--- src/rtl/jt053247_draw.sv ---
// Object draw stage: fetches one 16-pixel tile row from ROM and writes flipped/zoomed
// opaque pixels to the line buffer. Optional per-line pixel budget: JT053247_PXLBUDGET_EN.
module jt053247_draw #(
  parameter logic [9:0] PXL_BUDGET = 10'd640,
  parameter logic [8:0] MAXW       = 9'd256
) (
  input  logic        clk,
  input  logic        rst,
  input  logic        cen,
  input  logic        hs,
  input  logic        dr_start,
  output logic        dr_busy,
  input  logic [15:0] code,
  input  logic [9:0]  attr,
  input  logic [1:0]  shd,
  input  logic        hflip,
  input  logic [8:0]  hpos,
  input  logic [3:0]  ysub,
  input  logic [11:0] hzoom,
  input  logic        hz_keep,
  output logic [20:0] rom_addr,
  output logic        rom_cs,
  input  logic        rom_ok,
  input  logic [31:0] rom_data,
  output logic [8:0]  buf_addr,
  output logic [15:0] buf_din,
  output logic        buf_we
);

  typedef enum logic [1:0] {IDLE, FETCH0, FETCH1, DRAW} state_t;

  state_t      st, st_nxt;
  logic [15:0] code_r;
  logic [3:0]  ysub_r;
  logic [9:0]  attr_r;
  logic [1:0]  shd_r;
  logic        hflip_r;
  logic [9:0]  z_r, z_eff;
  logic [63:0] pixels;
  logic [8:0]  col, nout, nout_inc;
  logic [9:0]  sx;
  logic [10:0] sx_sum;
  logic [3:0]  idx, pix;
  logic        ok_arm, over;
  logic        latch, take0, take1, step, finish, draw_we;

  assign z_eff    = (hzoom[11:10] != 2'd0) ? 10'h3FF :
                    (hzoom[9:0] == 10'd0)  ? 10'd1   : hzoom[9:0];
  assign sx_sum   = {1'b0, sx} + {1'b0, z_r};
  assign nout_inc = nout + 9'd1;
  assign idx      = hflip_r ? ~sx[9:6] : sx[9:6];
  assign pix      = pixels[{idx, 2'b00} +: 4];

  assign dr_busy  = (st != IDLE);
  assign rom_cs   = (st == FETCH0) || (st == FETCH1);
  assign rom_addr = {code_r, ysub_r, st == FETCH1};
  assign buf_addr = col;
  assign buf_din  = {shd_r, attr_r, pix};
  assign buf_we   = cen & draw_we;

  always_comb begin
    st_nxt  = st;
    latch   = 1'b0;
    take0   = 1'b0;
    take1   = 1'b0;
    step    = 1'b0;
    finish  = 1'b0;
    draw_we = 1'b0;
    case (st)
      IDLE:
        if (dr_start) begin
          latch  = 1'b1;
          st_nxt = over ? DRAW : FETCH0;
        end
      FETCH0:
        if (rom_ok && ok_arm) begin
          take0  = 1'b1;
          st_nxt = FETCH1;
        end
      FETCH1:
        if (rom_ok && ok_arm) begin
          take1  = 1'b1;
          st_nxt = DRAW;
        end
      DRAW:
        if (over) begin
          finish = 1'b1;
          st_nxt = IDLE;
        end else begin
          step    = 1'b1;
          draw_we = (pix != 4'd0);
          if (sx_sum[10] || nout_inc == MAXW) begin
            finish = 1'b1;
            st_nxt = IDLE;
          end
        end
      default: st_nxt = IDLE;
    endcase
  end

  always_ff @(posedge clk or posedge rst) begin
    if (rst) begin
      st      <= IDLE;
      code_r  <= '0;
      ysub_r  <= '0;
      attr_r  <= '0;
      shd_r   <= '0;
      hflip_r <= 1'b0;
      z_r     <= '0;
      pixels  <= '0;
      col     <= '0;
      sx      <= '0;
      nout    <= '0;
      ok_arm  <= 1'b0;
    end else if (cen) begin
      st     <= st_nxt;
      // rom_addr changes on these transitions, so the following rom_ok is stale
      ok_arm <= !(latch || take0);
      if (latch) begin
        code_r  <= code;
        ysub_r  <= ysub;
        attr_r  <= attr;
        shd_r   <= shd;
        hflip_r <= hflip;
        z_r     <= z_eff;
        nout    <= '0;
        if (!hz_keep) begin
          col <= hpos;
          sx  <= '0;
        end
      end
      if (take0) pixels[31:0]  <= rom_data;
      if (take1) pixels[63:32] <= rom_data;
      if (step) begin
        col  <= col + 9'd1;
        nout <= nout_inc;
        sx   <= sx_sum[9:0];
      end
      // only the fractional phase carries into an hz_keep continuation
      if (finish) sx <= {4'd0, step ? sx_sum[5:0] : sx[5:0]};
    end
  end

`ifdef JT053247_PXLBUDGET_EN
  logic       hs_l;
  logic [9:0] bcnt;

  always_ff @(posedge clk or posedge rst) begin
    if (rst) begin
      hs_l <= 1'b0;
      bcnt <= '0;
    end else if (cen) begin
      hs_l <= hs;
      if (hs && !hs_l) bcnt <= '0;
      else if (step)   bcnt <= bcnt + 10'd1;
    end
  end

  assign over = (bcnt >= PXL_BUDGET);
`else
  logic unused_budget;
  assign over          = 1'b0;
  assign unused_budget = ^{hs, PXL_BUDGET};
`endif

endmodule
--- config.mk ---
export PLATFORM = sky130hd
export DESIGN_NAME = jt053247_draw
export DESIGN_NICKNAME = d
export VERILOG_FILES = /design/src/rtl/jt053247_draw.sv
export SDC_FILE = /design/constraint.sdc
export NUM_CORES = 1
export LEC_CHECK = 0
export ABC_CLOCK_PERIOD_IN_PS = 6200
export BUFFER_PORTS_ARGS = -buffer_cell sky130_fd_sc_hd__buf_2
export CAP_MARGIN = 20
export CORE_MARGIN = 4
export CORE_UTILIZATION = 50
export CTS_CLUSTER_SIZE = 40
export DETAILED_ROUTE_END_ITERATION = 8
export GPL_TIMING_DRIVEN = 0
export PLACE_DENSITY = 0.78
export SYNTH_ARGS = -nofsm -noshare
export SYNTH_HDL_FRONTEND = slang
export SYNTH_SLANG_ARGS = --single-unit
--- constraint.sdc ---
create_clock -name clk -period 6.2 [get_ports clk]
set_input_delay 0.93 -clock clk [delete_from_list [all_inputs] [get_ports clk]]
set_output_delay 0.93 -clock clk [all_outputs]
set_load 0.02 [all_outputs]
======== After elaboration in Yosys (flattened, before gate mapping) ========
Cells that the tools add are included.
storage, ports and cells
  register bits after elaboration ......... 138
operators by class
  mux-type cells .......................... 27
  shifts and indexed selects .............. 1
  reductions and logical operators ........ 20
  add/sub/neg operators ................... 3
  eq/ne operators ......................... 11
  bitwise operators ....................... 2
operator list
  kind                 number
  $shiftx 64x7->4      1
  $mux 10              6
  $mux 9               5
  $add 9x1->9 const B  2
  $add 10x10->11       1
  $logic_not 10->1     1
  $eq 9x9->1 const B   1
  $mux 1               9
  $mux 2               4
  $pmux 2 s4           1
  $reduce_and 2->1     4
  $mux 6               1
  $ne 2x1->1 const B   3
  $ne 2x2->1 const B   3
  $reduce_and 3->1     2
  $reduce_bool 2->1    3
  $reduce_and 5->1     1
  $eq 2x2->1 const B   2
  $mux 4               1
  $not 4->4            1
  $reduce_and 4->1     1
  $reduce_bool 4->1    1
  $logic_or 1x1->1     3
  $ne 3x1->1 const B   1
  6 further kinds      6

======== Longest topological paths before layout ========
Gate-level depths: netlist (run 1).
  depth in word-level cells ............... 7
  depth in mapped cells ................... 9

======== Least setup slack after synthesis (run 1) ========
OpenSTA, ideal clock, no wires.
  path type ............................... register -> output
  start point ............................. register sx[6]
  end point ............................... output buf_we
  data arrival time ....................... 2.291 ns
  slack ................................... 2.979 ns
  cell stages (with the launch flop) ...... 8
  path buffers ............................ 2
  cells stage by stage .................... dfrtp_1 clkbuf_1 clkbuf_1 o211ai_1 a22oi_1 o221ai_1 a221oi_1 o41a_1
between the ends
  word-level cells in the longest chain between the ends .. 6
RTL lines
  element                   line  text
  start: declaration        41    logic [9:0] sx;
  start signal: assignment  137   sx <= sx_sum[9:0];
  start signal: assignment  140   if (finish) sx <= {4'd0, step ? sx_sum[5:0] : sx[5:0]};
  $not 4->4                 51    assign idx = hflip_r ? ~sx[9:6] : sx[9:6];
  $mux 4 (*)                51
  $shiftx 64x7->4 (*)       52    assign pix = pixels[{idx, 2'b00} +: 4];
  named net buf_din[0]      26    output logic [15:0] buf_din,
  $reduce_bool 4->1 (*)     91    draw_we = (pix != 4'd0);
  $mux 1 (*)                69    case (st)
  $and 1x1->1 (*)           59    assign buf_we = cen & draw_we;
  end: declaration          27    output logic buf_we
Mark *: on every way through the listed nets, which the timed path passes. The rest lies on a longest branch.

======== Worst setup path after layout (run 1) ========
  start point ............................. register sx[7]
  end point ............................... output buf_we
between the ends
  word-level cells in the longest chain between the ends .. 6
RTL lines
  element                line
  $not 4->4              51
  $mux 4 (*)             51
  $shiftx 64x7->4 (*)    52
  $reduce_bool 4->1 (*)  91
  $mux 1 (*)             69
  $and 1x1->1 (*)        59
Every way passes the cells marked *; elsewhere a longest branch is shown, timed or not.

==> results of run 1 <==
==> metrics by stage <==
step	hold slack [ps]	area [sq um]
6_report	473	8760
5_1_grt	497	8760
4_1_cts	479	8760
3_5_place_dp	457	8140
3_3_place_gp	454	8110
2_1_floorplan	453	7180
==> flip-flops by register name (all words and copies together), names as in the netlist <==
register  cells
pixels       64
shd_r         2
hflip_r       1
attr_r       10
ok_arm        1
code_r       16
sx           10
z_r          10
buf_addr      9
st            2
ysub_r        4
nout          9
==> cell usage after synthesis (all sizes together) (3+ instances only) <==
cell type and instances:
o22a 8, o41ai 4, nand2 126, and2 5
mux4 15, mux2i 11, nor3 10, dfrtp 138
a21oi 20, nand4 4, nor2 25, mux2 65
o21a 3, a211oi 5, a21o 4, xor2 7
o221ai 3, nor4 3, o22ai 8, a221oi 19
o211ai 5, clkbuf 26, buf 12, o21ai 37
o31ai 5, o32ai 8, nor2b 3, ha 18
and3 5, inv 13, nand2b 6, nand3b 4
nand3 17
==> worst reg2reg max path, stage by stage (launching register included) <==
cell and delay [ps]:
sky130_fd_sc_hd__dfrtp_1 400, sky130_fd_sc_hd__ha_1 210, sky130_fd_sc_hd__clkbuf_1 180, sky130_fd_sc_hd__and2_1 170
sky130_fd_sc_hd__clkbuf_1 270, sky130_fd_sc_hd__nor2_1 600, sky130_fd_sc_hd__clkbuf_1 450, sky130_fd_sc_hd__nand2_1 130
sky130_fd_sc_hd__o41ai_1 80
==> cell type report <==
class / instances / area, sq um
Timing Repair Buffer: 140 / 723
Buffer: 38 / 185
Multi-Input combinational cell: 479 / 3500
Clock buffer: 20 / 457
Fill cell: 1143 / 5220
Sequential cell: 138 / 3450
Tap cell: 180 / 225
Inverter: 13 / 53.8
Clock inverter: 11 / 170
==> worst paths after layout <==
| path | slack [ps] | start | endpoint |
|---|---|---|---|
| max | 2310 | sx[7] | buf_we |
| min | 470 | attr_r[9] | attr_r[9] |
| max reg2reg | 3590 | st[0] | sx[8] |
| min reg2reg | 470 | attr_r[9] | attr_r[9] |
| max in group asynchronous | 4860 | rst | nout[8] |
| min in group asynchronous | 550 | rst | attr_r[9] |
==> power groups by stage <==
| stage | registers (mW) | logic (mW) | clock network, mW |
|---|---|---|---|
| 4_1_cts | 1.67 | 2.40 | 1.09 |
| 3_3_place_gp | 1.65 | 2.33 | 0 |
| 5_1_grt | 1.74 | 2.65 | 1.13 |
| 6_report | 1.69 | 2.41 | 1.08 |
| 3_5_place_dp | 1.67 | 2.39 | 0 |
| 2_1_floorplan | 1.72 | 1.65 | 0 |
==> routing by layer <==
metal	global-route usage [%]	vias up
li1	-	2784
met1	32.6	2952
met2	37.3	300
met3	7.04	36
met4	9.11	2
met5	0	-
==> cells by family after synthesis <==
| family | Yosys count |
|---|---|
| mux | 91 |
| fa+ha+maj | 19 |
| simple gates | 213 |
| buf+inv | 51 |
| flops | 138 |
| compound gates | 147 |
| xor+xnor | 9 |
==> impl_metrics.sql, run 1 <==
INSERT INTO impl_metrics (metric_group, metric, value, unit) VALUES
('routing', 'first_iter_violations', '660', ''),
('power_and_ir_drop', 'p_switching', '2.10', 'mW'),
('yosys', 'synth.top_cells.by_area', 'sky130_fd_sc_hd__dfrtp_1 (48%), sky130_fd_sc_hd__mux2_2 (10%), sky130_fd_sc_hd__nand2_1 (6.6%)', ''),
('sta', 'fin_skew', '5.81', 'ps'),
('setup_path', 'crit_cells', '8', ''),
('global_routing', 'first_global_vias', '6179', ''),
('floorplanning', 'starting_density', '51.4', '%'),
('routing', 'dr_wl_met3', '1620', 'microns'),
('routing', 'met1Wirelength', '8210', 'microns'),
('floorplanning', 'num_rows', '43', ''),
('placement', 'gpl.final_weighted_congestion', '0.888', ''),
('sta', 'finalWorstSetupSlack', '2310', 'ps'),
('sta', 'worst_slew_pin_slew', '728', 'ps'),
('routing', 'remaining_antenna_violation_count_after_routing', '0', ''),
('yosys', 'seq_area_frac_synth', '48.1', '%'),
('floorplanning', 'core-area', '14000', 'sq um'),
('routing', 'dr.pass1.iters', '5', ''),
('yosys', 'arithmetic_cell_share_of_the_synthesized_area_counting_full_adders_half_adders_and_majority_gates', '3.41', '%'),
('clock_tree', 'cts_post_setup_buffers_inserted', '0', ''),
('setup_path', 'crit_path_end_kind', 'output pin', ''),
('yosys', 'synth_edf_count', '0', ''),
('placement', 'sum_of_net_half_perimeters_after_detailed_placement', '13700', 'microns'),
('clock_tree', 'clockRootBuffer', 'sky130_fd_sc_hd__clkbuf_16', ''),
('final_layout', 'diodes', '0', ''),
('floorplanning', 'floorplan.io_pins', '142', ''),
('global_routing', 'grt_pass1_wl', '31300', 'microns'),
('sta', 'layout_worst_path_cycle_share', '62.8', '%'),
('sta', 'timing.setup.tns', '0', 'ps'),
('sta', 'drv_slew', '0', ''),
('clock_tree', 'max-clock-path-buffers', '2', ''),
('final_layout', 'stdcell_count', '1019', ''),
('setup_path', 'critical_path_required', '5270', 'ps'),
('routing', 'met2_length', '8790', 'microns'),
('global_routing', 'grt_antenna_before_repair', '1', ''),
('setup_path', 'cp_cell_sequence', 'buf_2 > clkbuf_1 > a221oi_1 > o21ai_1 > o221ai_1 > a221oi_1 > o41a_1 > buf_2', ''),
('outcome', 'outcome', 'finished clean', ''),
('placement', 'dpl_worst_slack', '2870', 'ps'),
('sta', 'unrepaired_setup_endpoints_after_global_routing', 'false', ''),
('setup_path', 'worst_r2r_path_depth', '8', ''),
('global_routing', 'globalRoute.totalOverflow', '0', ''),
('yosys', 'synth_simple_gate_area_share', '13.0', '%'),
('routing', 'avgViaCountPerCell', '5.96', ''),
('placement', 'place_inst', '988', ''),
('yosys', 'syn_nets', '780', ''),
('sta', 'finalHoldViolations', '0', ''),
('power_and_ir_drop', 'clockPowerShare', '20.8', '%'),
('yosys', 'ys_ff_latch', '138', ''),
('floorplanning', 'die_width', '128', 'microns'),
('yosys', 'synth_top_area_share', '48.1', '%'),
('clock_tree', 'clk_pin_slew_worst_paths', '60', 'ps'),
('power_and_ir_drop', 'net_sw_share', '40.5', '%'),
('setup_path', 'crit_slowest_cell', 'sky130_fd_sc_hd__a221oi_1', ''),
('clock_tree', 'cts_repair_resize_count', '0', ''),
('yosys', 'synthesis.area_per_instance', '10.8', 'sq um'),
('power_and_ir_drop', 'leakage', '4.04', 'nW'),
('yosys', 'synth_top_family_by_area', 'multiplexers', ''),
('clock_tree', 'cts_hold_repair.buffers', '0', ''),
('hold_path', 'number_of_cells_on_the_worst_hold_path', '2', ''),
('sta', 'slew-limit-headroom', '51.5', '%'),
('global_routing', 'grt_start_max_net_pins', '81', ''),
('yosys', 'muxShareOfSynthArea', '16.6', '%'),
('final_layout', 'postLayoutCoreUtil', '62.7', '%'),
('sta', 'finalSetupViolations', '0', ''),
('routing', 'detail_route.drc_violations', '0', ''),
('yosys', 'post_synth_instance_area', '7180', 'sq um'),
('setup_path', 'cp_slowest_stage_delay', '510', 'ps'),
('global_routing', 'grtUsageTotal', '24.2', '%'),
('final_layout', 'mostFrequentLayoutCells', 'sky130_fd_sc_hd__buf_2 (143), sky130_fd_sc_hd__dfrtp_1 (138), sky130_fd_sc_hd__nand2_1 (126)', ''),
('final_layout', 'area_delta_synth_final', '22.0', '%'),
('yosys', 'synth.largest_area_cell', 'sky130_fd_sc_hd__dfrtp_1', ''),
('clock_tree', 'numClockSinks', '138', '');
Note: power is estimated with default switching activity, not from simulation.
==> inputs of run 2 (changes only) <==
ABC_CLOCK_PERIOD_IN_PS = 3300   (was 6200)
PLACE_DENSITY = 0.81   (was 0.78)
clock period = 3.3 ns   (was 6.2 ns; I/O delays follow)
==> run 2 against run 1 <==
  * Via count down 0.44%
  * Cell count up 0.20%
  * Sequential power up 88%
  * Largest power group unchanged
==> impl_metrics.sql, run 2 (synthesized netlist as in run 1, its figures left out) <==
INSERT INTO impl_metrics (metric_group, metric, value, unit) VALUES
('outcome', 'outcome', 'finished clean', ''),
('final_layout', 'drive_above_1_share', '32.1', '%'),
('sta', 'worst_slew_pin_slew', '771', 'ps'),
('clock_tree', 'cts_hold_repair.buffers', '0', ''),
('final_layout', 'mostFrequentLayoutCells', 'sky130_fd_sc_hd__buf_2 (143), sky130_fd_sc_hd__dfrtp_1 (137), sky130_fd_sc_hd__nand2_1 (126)', ''),
('routing', 'finalWirelength', '18600', 'microns'),
('power_and_ir_drop', 'leakage', '4.03', 'nW'),
('power_and_ir_drop', 'cellPowerDensity', '1090', 'nW/um^2'),
('setup_path', 'cp-start-kind', 'flop', ''),
('setup_path', 'critical_path_required', '2800', 'ps'),
('clock_tree', 'cts_buf_count', '17', ''),
('sta', 'finalSetupViolations', '0', ''),
('placement', 'place_inst', '990', ''),
('placement', 'gpl.final_weighted_congestion', '0.932', ''),
('sta', 'layout_worst_path_cycle_share', '97.5', '%'),
('clock_tree', 'max-clock-path-buffers', '2', ''),
('placement', 'sum_of_net_half_perimeters_after_detailed_placement', '13700', 'microns'),
('power_and_ir_drop', 'power.combinational.fraction', '48.0', '%'),
('routing', 'vias', '6047', ''),
('routing', 'remaining_antenna_violation_count_after_routing', '0', ''),
('final_layout', 'flip_flop_count_of_the_largest_register_after_layout', '64', ''),
('floorplanning', 'starting_density', '51.4', '%'),
('floorplanning', 'die_y', '128', 'microns'),
('sta', 'finalHoldViolations', '0', ''),
('setup_path', 'cp_data_arrival_time', '2720', 'ps'),
('setup_path', 'critPathKind', 'flop to output pin', ''),
('floorplanning', 'core-area', '14000', 'sq um'),
('final_layout', 'postLayoutCoreUtil', '62.4', '%'),
('sta', 'post_layout_min_period', '3220', 'ps'),
('global_routing', 'grt_pass1_wl', '30400', 'microns'),
('sta', 'hold-worst-slack', '137', 'ps'),
('sta', 'fin_skew', '12.3', 'ps'),
('setup_path', 'r2r_slack', '530', 'ps'),
('routing', 'avgViaCountPerCell', '5.92', ''),
('power_and_ir_drop', 'p_switching', '3.91', 'mW'),
('setup_path', 'critical_path_peak_fanout', '5', ''),
('final_layout', 'registers.top_by_ff_count', 'pixels', ''),
('sta', 'slew-limit-headroom', '48.6', '%'),
('clock_tree', 'clockRootBuffer', 'sky130_fd_sc_hd__clkbuf_16', ''),
('sta', 'timing.fmax', '0.311', 'GHz'),
('floorplanning', 'num_rows', '43', ''),
('final_layout', 'area_delta_synth_final', '21.5', '%'),
('power_and_ir_drop', 'report.power.total', '9.48', 'mW'),
('floorplanning', 'floorplan.io_pins', '142', ''),
('setup_path', 'rr_endpoint', 'sx[8]', ''),
('placement', 'port_buffers', '139', ''),
('global_routing', 'first_global_vias', '6008', ''),
('power_and_ir_drop', 'ir_drop', '570', 'uV'),
('setup_path', 'crit_path_end_kind', 'output pin', ''),
('final_layout', 'final.fill_count', '1146', ''),
('global_routing', 'globalRoute.totalOverflow', '0', ''),
('flow_run', 'maxCapViolCount', '0', ''),
('clock_tree', 'numClockSinks', '138', ''),
('routing', 'dr.pass1.iters', '7', ''),
('global_routing', 'grtUsageTotal', '23.6', '%'),
('final_layout', 'layout_commonest_cell', 'sky130_fd_sc_hd__buf_2', ''),
('hold_path', 'worstHoldPathType', 'input port to asynchronous set/reset pin', ''),
('global_routing', 'grt_antenna_before_repair', '0', ''),
('sta', 'drv_slew', '0', ''),
('clock_tree', 'tritoncts', 'done', ''),
('clock_tree', 'cts_post_setup_buffers_inserted', '0', ''),
('clock_tree', 'cts_repair_resize_count', '0', ''),
('clock_tree', 'h_tree_level_count', '4', ''),
('setup_path', 'worstReg2RegStart', 'st[0]', ''),
('routing', 'wire_per_inst', '18.2', 'microns'),
('clock_tree', 'clock_insertion_delay_worst_skew', '420', 'ps'),
('sta', 'timing.setup.tns', '0', 'ps'),
('clock_tree', 'clk_pin_slew_worst_paths', '60', 'ps'),
('final_layout', 'stdcell_count', '1021', ''),
('power_and_ir_drop', 'share_seq_of_total_power', '33.4', '%'),
('final_layout', 'layout.nets', '939', ''),
('final_layout', 'reg_top3', 'pixels (64), code_r (16)', ''),
('floorplanning', 'die_area', '16400', 'sq um'),
('power_and_ir_drop', 'net_sw_share', '41.3', '%'),
('routing', 'first_iter_violations', '587', ''),
('floorplanning', 'die_width', '128', 'microns'),
('setup_path', 'worst_r2r_path_depth', '8', ''),
('power_and_ir_drop', 'clockPowerShare', '18.6', '%'),
('global_routing', 'grt_start_max_net_pins', '41', ''),
('power_and_ir_drop', 'power.internal', '5.57', 'mW'),
('routing', 'detail_route.drc_violations', '0', '');
## run 2: cell types whose count changed in the layout (fill, tap and decap cells not counted), sizes merged
cell / previous run / this run
bufinv: 4 / 1
clkinv: 4 / 7
diode: 0 / 1
buf: 152 / 154
clkbuf: 46 / 44
clkinvlp: 3 / 4
## run 2: power by group through the flow
stage	sequential, mW	clock [mW]	combinational (mW)
2_1_floorplan	3.23	0	3.09
3_3_place_gp	3.10	0	4.35
3_5_place_dp	3.14	0	4.49
4_1_cts	3.13	1.80	4.50
5_1_grt	3.26	1.89	5.00
6_report	3.17	1.76	4.55
## run 2: worst max-delay path by stage
stage	start	to	slack [ps]	depth (start not counted)
after detailed placement	sx[7]	buf_we	480	8
after floorplan	sx[6]	buf_we	510	7
after global placement	rst	code_r[1]	200	2
final	sx[7]	buf_we	80	7
after CTS	sx[6]	buf_we	20	8
after global routing	sx[8]	buf_we	-20	9
## run 2: layout make-up
class / instances / area [sq um] / share of cell area, %
flip-flops and latches: 138 / 3450 / 39.6
plain buffers: 36 / 183 / 2.09
inverters: 13 / 52.6 / 0.602
multi-input cells: 479 / 3510 / 40.2
repair buffers: 142 / 756 / 8.66
diodes: 1 / 2.50 / 0.0287
clock inverters: 12 / 100 / 1.15
clock buffers: 20 / 447 / 5.12
well taps: 180 / 225 / 2.58
## run 2: per-stage QoR
stage | setup slack [ps] | cell area (sq um)
floorplan | 514 | 7190
global route | -21.5 | 8730
global placement | 196 | 8110
CTS | 17.4 | 8720
detailed placement | 479 | 8170
finish | 82.5 | 8730
## run 2: critical path, cell delays in order (launching register included)
cell and delay, ps:
sky130_fd_sc_hd__dfrtp_1 480, sky130_fd_sc_hd__mux4_2 550, sky130_fd_sc_hd__and2_4 170, sky130_fd_sc_hd__a211oi_2 220
sky130_fd_sc_hd__a211oi_1 80, sky130_fd_sc_hd__a31o_1 240, sky130_fd_sc_hd__o41a_1 410, sky130_fd_sc_hd__buf_2 160
## run 2: per-layer routing
metal / track usage [%] / up-vias / wire length, microns
li1: - / 2783 / -
met2: 36.8 / 272 / 8740
met1: 31.6 / 2969 / 7760
met3: 7.29 / 23 / 1760
met5: 0 / - / 0
met4: 7.62 / 0 / 304
==> inputs of run 3 (changes only) <==
PLACE_DENSITY = unset   (was 0.81)
PLACE_DENSITY_LB_ADDON = 0.1   (was unset)
==> run 3 against run 2 <==
  * Combinational power grew 4%
  * Core utilization up 0.50 points
  * Cell area rose by 0.80%
  * Sequential share of layout area is 0.30 points lower
  * Largest cell class unchanged
  * Sequential power about the same
  * Setup slack improved by 2.1 ps
  * Critical path depth increased by 2
  * Cell count increased by 0.20%
  * Clock power rose by 6%
==> impl_metrics.sql, run 3 (synthesized netlist as in run 1, its figures left out) <==
INSERT INTO impl_metrics (metric_group, metric, value, unit) VALUES
('floorplanning', 'num_rows', '43', ''),
('setup_path', 'r2r_slack', '640', 'ps'),
('power_and_ir_drop', 'power.internal', '5.69', 'mW'),
('clock_tree', 'tritoncts', 'done', ''),
('clock_tree', 'cts_hold_repair.buffers', '0', ''),
('final_layout', 'final.fill_count', '1165', ''),
('clock_tree', 'h_tree_level_count', '4', ''),
('placement', 'detailed_place.area', '8170', 'sq um'),
('power_and_ir_drop', 'power.combinational.fraction', '48.4', '%'),
('global_routing', 'grt_start_max_net_pins', '46', ''),
('power_and_ir_drop', 'leakage', '4.06', 'nW'),
('floorplanning', 'core-area', '14000', 'sq um'),
('sta', 'slew-limit-headroom', '47.7', '%'),
('sta', 'finalSetupViolations', '0', ''),
('placement', 'gpl.final_weighted_congestion', '0.881', ''),
('setup_path', 'cp_data_arrival_time', '2720', 'ps'),
('routing', 'detail_route.drc_violations', '0', ''),
('global_routing', 'globalRoute.totalOverflow', '0', ''),
('clock_tree', 'clock_insertion_delay_worst_skew', '430', 'ps'),
('power_and_ir_drop', 'ir_drop', '506', 'uV'),
('placement', 'sum_of_net_half_perimeters_after_detailed_placement', '14400', 'microns'),
('setup_path', 'critical_path_required', '2800', 'ps'),
('global_routing', 'grt_pass1_wl', '31600', 'microns'),
('clock_tree', 'max-clock-path-buffers', '2', ''),
('routing', 'remaining_antenna_violation_count_after_routing', '0', ''),
('floorplanning', 'die_y', '128', 'microns'),
('final_layout', 'flip_flop_count_of_the_largest_register_after_layout', '64', ''),
('clock_tree', 'cts_buf_count', '17', ''),
('sta', 'worst_slew_pin_slew', '784', 'ps'),
('final_layout', 'layout.nets', '943', ''),
('global_routing', 'grt_antenna_before_repair', '1', ''),
('final_layout', 'reg_top3', 'pixels (64), code_r (16)', ''),
('floorplanning', 'starting_density', '51.4', '%'),
('floorplanning', 'die_width', '128', 'microns'),
('setup_path', 'crit_path_end_kind', 'output pin', ''),
('setup_path', 'rr_endpoint', 'sx[6]', ''),
('setup_path', 'critPathKind', 'flop to output pin', ''),
('final_layout', 'mostFrequentLayoutCells', 'sky130_fd_sc_hd__buf_2 (142), sky130_fd_sc_hd__dfrtp_1 (136), sky130_fd_sc_hd__nand2_1 (126)', ''),
('power_and_ir_drop', 'clockPowerShare', '19.2', '%'),
('power_and_ir_drop', 'net_sw_share', '41.5', '%'),
('global_routing', 'first_global_vias', '6026', ''),
('sta', 'post_layout_min_period', '3220', 'ps'),
('final_layout', 'final_cell_area', '8800', 'sq um'),
('power_and_ir_drop', 'p_switching', '4.04', 'mW'),
('setup_path', 'worstSetupEndpoint', 'buf_we', ''),
('setup_path', 'crit_path_start', 'sx[8]', ''),
('final_layout', 'diodes', '0', ''),
('setup_path', 'critical_path_peak_fanout', '10', ''),
('routing', 'wire_per_inst', '19.0', 'microns'),
('sta', 'timing.fmax', '0.311', 'GHz'),
('final_layout', 'drive_above_1_share', '33.1', '%'),
('routing', 'vias', '6027', ''),
('power_and_ir_drop', 'cellPowerDensity', '1110', 'nW/um^2'),
('global_routing', 'grtUsageTotal', '24.7', '%'),
('setup_path', 'worst_r2r_path_depth', '8', ''),
('flow_run', 'maxCapViolCount', '0', ''),
('clock_tree', 'clk_pin_slew_worst_paths', '60', 'ps'),
('sta', 'fin_skew', '7.68', 'ps'),
('final_layout', 'layout_commonest_cell', 'sky130_fd_sc_hd__buf_2', ''),
('power_and_ir_drop', 'share_seq_of_total_power', '32.4', '%'),
('clock_tree', 'clockRootBuffer', 'sky130_fd_sc_hd__clkbuf_16', ''),
('setup_path', 'worstReg2RegStart', 'st[0]', ''),
('power_and_ir_drop', 'report.power.total', '9.73', 'mW'),
('outcome', 'outcome', 'finished clean', ''),
('sta', 'layout_worst_path_cycle_share', '97.4', '%'),
('routing', 'avgViaCountPerCell', '5.89', ''),
('routing', 'first_iter_violations', '483', ''),
('hold_path', 'worstHoldPathType', 'input port to asynchronous set/reset pin', ''),
('clock_tree', 'numClockSinks', '138', ''),
('placement', 'port_buffers', '139', ''),
('setup_path', 'cp-start-kind', 'flop', ''),
('sta', 'finalHoldViolations', '0', ''),
('final_layout', 'registers.top_by_ff_count', 'pixels', ''),
('floorplanning', 'die_area', '16400', 'sq um'),
('final_layout', 'area_delta_synth_final', '22.5', '%'),
('routing', 'dr.pass1.iters', '5', ''),
('floorplanning', 'floorplan.io_pins', '142', ''),
('routing', 'finalWirelength', '19400', 'microns'),
('sta', 'drv_slew', '0', '');
-- run 3: cell types whose count changed in the layout (fill, tap and decap cells not counted), sizes merged --
cell	change
bufinv	+1
clkinv	-1
buf	+2
inv	+3
diode	-1
clkinvlp	-2
-- run 3: worst max-delay path, cell delays in order (launching register included) --
cell	delay (ps)
sky130_fd_sc_hd__dfrtp_1	370
sky130_fd_sc_hd__buf_6	150
sky130_fd_sc_hd__buf_8	150
sky130_fd_sc_hd__mux4_2	320
sky130_fd_sc_hd__and2_4	180
sky130_fd_sc_hd__a211oi_2	190
sky130_fd_sc_hd__a211oi_1	70
sky130_fd_sc_hd__a31o_1	240
sky130_fd_sc_hd__o41a_1	450
sky130_fd_sc_hd__buf_2	170
-- run 3: per-stage QoR --
step / hold WS, ps / utilization [%] / worst slack (ps) / std cells / TNS [ps]
detailed placement: 457 / 58.4 / 431 / 990 / 0
CTS: 147 / 62.5 / 52.2 / 1020 / 0
global placement: 455 / 58.0 / 281 / 987 / 0
finish: 150 / 62.9 / 84.6 / 1023 / 0
global route: 203 / 62.9 / -31.1 / 1023 / -31.1
floorplan: 453 / - / 514 / 668 / 0
-- run 3: power groups by stage --
stage | sequential, mW | combinational [mW] | clock [mW]
global route | 3.25 | 5.18 | 1.99
detailed placement | 3.15 | 4.53 | 0
floorplan | 3.23 | 3.09 | 0
global placement | 3.10 | 4.40 | 0
CTS | 3.14 | 4.56 | 1.91
finish | 3.15 | 4.71 | 1.87
-- run 3: area by class of cell --
type | count | area, sq um | share of cell area, %
Multi-Input combinational cell | 479 | 3530 | 40.1
Tap cell | 180 | 225 | 2.56
Inverter | 13 | 52.6 | 0.597
Clock buffer | 18 | 429 | 4.88
Sequential cell | 138 | 3460 | 39.3
Clock inverter | 13 | 144 | 1.64
Buffer | 37 | 186 | 2.12
Timing Repair Buffer | 145 | 778 | 8.84
-- run 3: timing repair --
item,4_1_cts,5_1_grt
endpoints found under the setup margin,1,1
buffers inserted,0,3
resized for setup,2,10
-- run 3: how the worst min path moves through the flow --
stage                      end  startpoint  depth (start not counted)  slack [ps]
floorplan                sx[4]       sx[4]                          2         450
global placement     code_r[9]   code_r[9]                          2         450
detailed placement    shd_r[1]    shd_r[1]                          2         460
CTS                 pixels[41]         rst                          2         150
global route        pixels[41]         rst                          2         200
finish              pixels[41]         rst                          2         150
-- run 3: metal layers --
metal | wire [microns] | global-route usage (%)
met1 | 8460 | 33.4
met2 | 9010 | 38.2
met3 | 1550 | 7.38
met4 | 359 | 8.55
met5 | 7 | 0
